File: config.mk
export PLATFORM = sky130hd
export DESIGN_NAME = param_register_file
export DESIGN_NICKNAME = d
export VERILOG_FILES = /design/src/rtl/param_register_file.sv
export SDC_FILE = /design/constraint.sdc
export NUM_CORES = 1
export LEC_CHECK = 0
export ABC_AREA = 1
export CAP_MARGIN = 15
export CORE_MARGIN = 3
export CORE_UTILIZATION = 40
export CTS_BUF_LIST = sky130_fd_sc_hd__clkbuf_4 sky130_fd_sc_hd__clkbuf_8
export CTS_CLUSTER_DIAMETER = 30
export DETAILED_ROUTE_END_ITERATION = 8
export PLACE_DENSITY = 0.64
export SYNTH_ARGS = -nofsm -noshare
export SYNTH_HDL_FRONTEND = slang
export SYNTH_SLANG_ARGS = --single-unit
File: constraint.sdc
create_clock -name clk -period 3.8 [get_ports clk]
set_input_delay 0.95 -clock clk [delete_from_list [all_inputs] [get_ports clk]]
set_output_delay 0.95 -clock clk [all_outputs]
set_load 0.01 [all_outputs]
File: src/rtl/param_register_file.sv
// Parametrised DEPTH x DATA_W register file with byte-strobed writes and a 1-cycle pipelined read port.
// Optional per-byte-lane even parity storage and checking is enabled by defining RF_PARITY_EN.
module param_register_file #(
    parameter int                DATA_W    = 32,
    parameter int                ADDR_W    = 5,
    parameter int                DEPTH     = 16,
    parameter logic [DATA_W-1:0] RESET_VAL = 32'hFFFF_FFFF,
    parameter logic [DATA_W-1:0] ERR_VAL   = 32'hFFFF_FFFF
) (
    input  logic                  clk,
    input  logic                  reset,
    input  logic                  wr_en,
    input  logic [ADDR_W-1:0]     wr_addr,
    input  logic [DATA_W-1:0]     wr_data,
    input  logic [DATA_W/8-1:0]   wr_strb,
    output logic                  wr_err,
    input  logic                  rd_en,
    input  logic [ADDR_W-1:0]     rd_addr,
    output logic [DATA_W-1:0]     rd_data,
    output logic                  rd_valid,
    output logic                  rd_err,
    output logic                  rd_perr
);

    localparam int                NB      = DATA_W / 8;
    // One extra bit so DEPTH == 2**ADDR_W is representable and the compare never wraps.
    localparam logic [ADDR_W:0]   DEPTH_C = (ADDR_W + 1)'(DEPTH);

    logic [DATA_W-1:0] mem_r [DEPTH];
    logic [DEPTH-1:0]  wr_sel_s;
    logic [DATA_W-1:0] rd_word_s;
    logic              wr_in_range_s;
    logic              rd_in_range_s;
    logic              rd_mismatch_s;

    logic [DATA_W-1:0] rd_data_r;
    logic              rd_valid_r;
    logic              rd_err_r;
    logic              rd_perr_r;
    logic              wr_err_r;

    // Address range decode, per-register write select and read word mux.
    always_comb begin
        wr_sel_s      = '0;
        rd_word_s     = '0;
        wr_in_range_s = ({1'b0, wr_addr} < DEPTH_C);
        rd_in_range_s = ({1'b0, rd_addr} < DEPTH_C);
        for (int i = 0; i < DEPTH; i++) begin
            wr_sel_s[i] = (wr_addr == ADDR_W'(i));
            rd_word_s   = rd_word_s | (mem_r[i] & {DATA_W{rd_addr == ADDR_W'(i)}});
        end
    end

    // Register storage: reset to RESET_VAL, byte-lane write on in-range address.
    always_ff @(posedge clk) begin
        if (reset) begin
            for (int i = 0; i < DEPTH; i++) begin
                mem_r[i] <= RESET_VAL;
            end
        end else begin
            for (int i = 0; i < DEPTH; i++) begin
                for (int b = 0; b < NB; b++) begin
                    if (wr_en && wr_in_range_s && wr_sel_s[i] && wr_strb[b]) begin
                        mem_r[i][8*b +: 8] <= wr_data[8*b +: 8];
                    end
                end
            end
        end
    end

`ifdef RF_PARITY_EN
    logic [NB-1:0] par_r [DEPTH];
    logic [NB-1:0] rd_par_s;

    // Even parity bit of each byte lane of a word.
    function automatic logic [NB-1:0] lane_parity(input logic [DATA_W-1:0] word);
        logic [NB-1:0] p;
        for (int b = 0; b < NB; b++) begin
            p[b] = ^word[8*b +: 8];
        end
        return p;
    endfunction

    // Stored parity bits follow the same reset and lane-write rules as the data.
    always_ff @(posedge clk) begin
        if (reset) begin
            for (int i = 0; i < DEPTH; i++) begin
                par_r[i] <= lane_parity(RESET_VAL);
            end
        end else begin
            for (int i = 0; i < DEPTH; i++) begin
                for (int b = 0; b < NB; b++) begin
                    if (wr_en && wr_in_range_s && wr_sel_s[i] && wr_strb[b]) begin
                        par_r[i][b] <= ^wr_data[8*b +: 8];
                    end
                end
            end
        end
    end

    // Parity mux for the read address and lane mismatch detection.
    always_comb begin
        rd_par_s = '0;
        for (int i = 0; i < DEPTH; i++) begin
            rd_par_s = rd_par_s | (par_r[i] & {NB{rd_addr == ADDR_W'(i)}});
        end
        rd_mismatch_s = |(lane_parity(rd_word_s) ^ rd_par_s);
    end
`else
    assign rd_mismatch_s = 1'b0;
`endif

    // Read pipeline stage; outputs are zero on any cycle without a delivered read.
    always_ff @(posedge clk) begin
        if (reset) begin
            rd_data_r  <= '0;
            rd_valid_r <= 1'b0;
            rd_err_r   <= 1'b0;
            rd_perr_r  <= 1'b0;
        end else if (rd_en) begin
            rd_valid_r <= 1'b1;
            if (rd_in_range_s) begin
                rd_data_r <= rd_word_s;
                rd_err_r  <= 1'b0;
                rd_perr_r <= rd_mismatch_s;
            end else begin
                rd_data_r <= ERR_VAL;
                rd_err_r  <= 1'b1;
                rd_perr_r <= 1'b0;
            end
        end else begin
            rd_data_r  <= '0;
            rd_valid_r <= 1'b0;
            rd_err_r   <= 1'b0;
            rd_perr_r  <= 1'b0;
        end
    end

    // Write error flag pulses for one cycle after a dropped out-of-range write.
    always_ff @(posedge clk) begin
        if (reset) begin
            wr_err_r <= 1'b0;
        end else begin
            wr_err_r <= wr_en && !wr_in_range_s;
        end
    end

    assign rd_data  = rd_data_r;
    assign rd_valid = rd_valid_r;
    assign rd_err   = rd_err_r;
    assign rd_perr  = rd_perr_r;
    assign wr_err   = wr_err_r;

endmodule
Yosys cells after proc, flatten, opt, wreduce, memory -nomap -nowiden
Memories as Yosys holds them, arrays and structs flattened.
Cells that the tools add are included.
- bits of input ports: 50
- logic and storage cells: 480
- memory bits (writable): 512
- output and inout bits: 36
- register bits after elaboration: 35
- memories kept: 1
- memory list (memory ; depth ; width ; read ports ; clocked after memory_dff ; wr ports ; line ; RTL):
    mem_r ; 16 ; 32 ; 16 ; 0 ; 16 ; 29 ; logic [DATA_W-1:0] mem_r [DEPTH];
- bitwise gates (word level): 96
- reduce and logical (&&, ||, !) cells: 86
- magnitude comparators: 2
- muxes and demuxes: 261
- equality and inequality tests: 30
- operators with widths (operator ; number):
    32-bit AND ; 16
    8-bit 2-to-1 mux ; 64
    32-bit bitwise OR ; 15
    1-bit 2-to-1 mux ; 196
    1-bit logical AND ; 82
    5-bit by 4-bit == test with 1-bit output, second input constant ; 16
    1-bit bitwise OR ; 64
    5-bit by 3-bit == test with 1-bit output, second input constant ; 8
    32-bit 2-to-1 mux ; 1
    5-bit by 2-bit == test with 1-bit output, second input constant ; 4
    5-bit by 1-bit == test with 1-bit output, second input constant ; 2
    5-bit logical NOT ; 2
    5-bit < comparator, second input constant ; 2
    2-bit OR reduction ; 1
    1-bit logical NOT ; 1
    1-bit inverter ; 1

Depth between registers and ports, before layout
- depth after elaboration: 18
- gate-level depth with buffers: 12
- gate-level depth less buffers: 10

Least setup slack after synthesis
OpenSTA, ideal clock, no wires.
- kind: input -> register
- from: input wr_addr[4]
- to: memory mem_r[12][0], in the netlist mem_r[1][128], enable pin
- buffers on the path: 1
- data required time: 3.416 ns
- slack: 1.030 ns
- stages on the path: 6
- arrival: 2.386 ns
- library setup time: 0.384 ns
- path through: inv_1 > nand2_1 > nor3_1 > clkbuf_1 > nand2_1 > o21ai_0
- RTL lines (item ; line ; RTL):
    start, declared ; 13 ; input logic [ADDR_W-1:0] wr_addr,
    end, declared ; 29 ;

==> summary.txt <==
STA
  – Final setup viols: 0
  – Fin crit share: 0.755
  – Setup TNS: 0 ps
  – Max Clock Freq: 0.348 GHz
  – RSZ-0062 raised after global routing: no
  – Final hold viol count: 0
  – Final worst setup slack: 930 ps
  – Fin. max-slew vios: 0
  – Worst rel slew slack: 0.197
  – Least-Margin Pin Slew: between 1000 and 1500 ps
  – Worst Skew: ~26 ps
  – Post-layout min period: between 2000 and 3000 ps

Clock tree
  – Post-CTS Setup Inserts: 0
  – Clock sink count: around 550
  – Reg clk slew, reported paths: about 50 ps
  – Max clock buf depth: 3
  – Clk root buf: clkbuf_8
  – Clk Latency, worst-skew pair: roughly 700 ps
  – H-tree Lvls: 3
  – CTS tree: done
  – CTS resizes: 0
  – TritonCTS buffer count: ~120
  – CTS Hold Bufs: 0

Pwr
  – Psw: ~3.4 mW
  – Worst vdd ir: approximately 0.28 mV
  – Reg power frac: 0.467
  – Pleak: 10.9 nW
  – Power per cell area: between 500 and 600 nW/um^2
  – Cell-internal power: 11.7 mW
  – Comb pwr share: 0.057
  – Clock share of power: 0.476
  – Net switching fraction of the power: 0.227

Worst setup path
  – Crit path DAT: 3300 ps
  – CP startpoint kind: input pin
  – Required @ worst endpoint: ~4200 ps
  – Crit end category: flip-flop
  – Kind of critical path: in2reg
  – CP max FO: 8

Synth
  – Synthesized area: approximately 23000 sq um
  – Seq/Total Area, Yosys: 0.695
  – Biggest area consumer among synthesized cells: edfxtp_1
  – Top post-synthesis cells by area: edfxtp_1, nand2_1, nor2_1
  – Syn Inst Count: approximately 2300
  – Avg Synthesized Cell Area: 10.2 sq um
  – Seq cells post-synth: about 550
  – Synth cell types: 23
  – Syn nets: between 2000 and 2500
  – Post-synth top area share: 0.664
  – Synth warnings: 0

Outcome
  – Outcome: finished, final reports clean

Final layout
  – Fillers: just over 5000
  – Area Growth Syn to Fin: 22.1%
  – Area of the multi-input gates: 6100 sq um
  – Sequential Area: around 16000 sq um
  – Fin nets: approximately 2500
  – Share of layout cells above drive strength 1: 0.142

Global routing
  – Antenna violations before repair: 4
  – Grt ovf: 0
  – Largest net degree at the start of global routing: 50
  – First-pass GRT wire length: between 90 and 100 mm
  – Vias in the first global route: 16910
  – Tot GR Track Use: 0.214

Drt
  – WL per Instance: between 15 and 20 um
  – Final WL: roughly 65 mm
  – Residual DRC count: 0
  – Detailed-route via count: ~17000
  – Remaining antenna violation count: 0
  – DRT iter0 DRCs: ~1600
  – DRT Pass-1 Iters: 5
  – Vias per cell: about 5.1

Worst hold path
  – Hold/Removal Path Class: reg2reg

Floorplan
  – Die Area: 60800 sq um
  – Num ports: 86
  – Standard-cell rows: 87
  – Core ar.: 56800 sq um
  – Starting Density: 0.407
  – Die Height: around 250 um
  – Die X: 247 um

Place
  – Placer Congestion: between 0.8 and 0.9
  – Port bufs: 84
  – Pre-CTS WS: between 200 and 300 ps
  – HPWL Detailed: between 40 and 50 mm

Job
  – Max cap viols: 0
==> worst paths after layout <==
kind                                    from                     endpoint  slack (ps)  cells past startpoint
hold / removal    mem_r[0][78]$_SDFFCE_PN1P_       rd_data[14]$_SDFF_PP0_         640                      6
hold reg to reg   mem_r[0][78]$_SDFFCE_PN1P_       rd_data[14]$_SDFF_PP0_         640                      6
setup reg to reg     mem_r[1][251]$_DFFE_PP_       rd_data[27]$_SDFF_PP0_        2540                      6
setup / recovery                       wr_en  mem_r[0][134]$_SDFFCE_PN1P_         930                      6
==> flip-flops by register name, summed over array words and instances (netlist names) <==
name,flops
mem_r,512
rd_err,1
wr_err,1
rd_valid,1
rd_data,32
==> per-stage QoR <==
| stage | hold WS (ps) | power, mW | utilization | std cells | area (sq um) |
|---|---|---|---|---|---|
| after floorplan | 528 | 7.60 | - | 2268 | 23100 |
| after global placement | 625 | 8.04 | 0.449 | 3122 | 25500 |
| after detailed placement | 628 | 8.07 | 0.449 | 3122 | 25500 |
| after CTS | 644 | 15.3 | 0.497 | 3339 | 28200 |
| after global routing | 699 | 15.7 | 0.497 | 3341 | 28300 |
| final | 639 | 15.2 | 0.497 | 3341 | 28300 |
==> Yosys cell counts, drive strengths merged <==
cell / number
clkinv: 4
o21ai: 94
nor3: 4
conb: 1
nand2: 825
nand4: 65
nand3: 136
edfxtp: 512
dfxtp: 35
buf: 54
clkbuf: 79
inv: 110
nor2: 316
a21oi: 32
and3: 1
==> cell families (layout without fill, tap and decap cells) <==
group / count (synthesis) / count (layout) / synth area share
other: 1 / 3 / 0.000162
and+or+nand+nor: 1347 / 1347 / 0.235
DFF: 547 / 547 / 0.695
AOI/OAI and AO/OA: 126 / 126 / 0.0272
buffers and inverters: 247 / 562 / 0.0430
==> worst max-delay path, cell delays in order <==
cell	delay, ps
clkdlybuf4s50_1	480
nand2_1	180
nor3_1	480
nand2_1	540
nor2_1	540
nand2_1	110
==> layout make-up <==
class                           count  share of cell area
Antenna cell                        2            0.000177
Clock buffer                      147              0.0661
Clock inverter                     70              0.0303
Inverter                          114              0.0151
Multi-Input combinational cell   1474               0.216
Sequential cell                   547               0.569
Tap cell                          756              0.0335
Timing Repair Buffer              231              0.0700
==> metal layers <==
layer	vias to the layer above	wire [um]	GRT usage
met2	746	31200	0.349
met5	-	13	0
met4	2	2320	0.0927
li1	8034	-	-
met3	134	5450	0.0416
met1	8286	26500	0.278
==> cell usage in the layout (no fill, tap or decap) <==
cell type	instances
a21oi_1	32
and3_1	1
buf_12	3
buf_2	1
buf_4	144
bufinv_16	18
clkbuf_4	25
clkbuf_8	122
clkdlybuf4s50_1	83
clkinv_1	23
clkinv_2	15
clkinv_4	5
clkinvlp_4	7
conb_1	1
dfxtp_1	35
diode_2	2
edfxtp_1	512
inv_1	106
inv_12	1
inv_2	3
inv_6	3
inv_8	3
nand2_1	824
nand2_2	1
nand3_1	135
nand3_2	1
nand4_1	65
nor2_1	300
nor2_2	12
nor2_4	4
nor3_1	4
o21ai_0	85
o21ai_1	9
==> power by group through the flow <==
stage	Sequential, mW	Clock [mW]	Combinational [mW]
6_report	7.09	7.23	0.864
3_5_place_dp	7.21	0	0.861
3_3_place_gp	7.19	0	0.847
5_1_grt	7.12	7.64	0.934
4_1_cts	7.09	7.34	0.864
2_1_floorplan	7.19	0	0.412
Power figures use the tool's default switching activity.
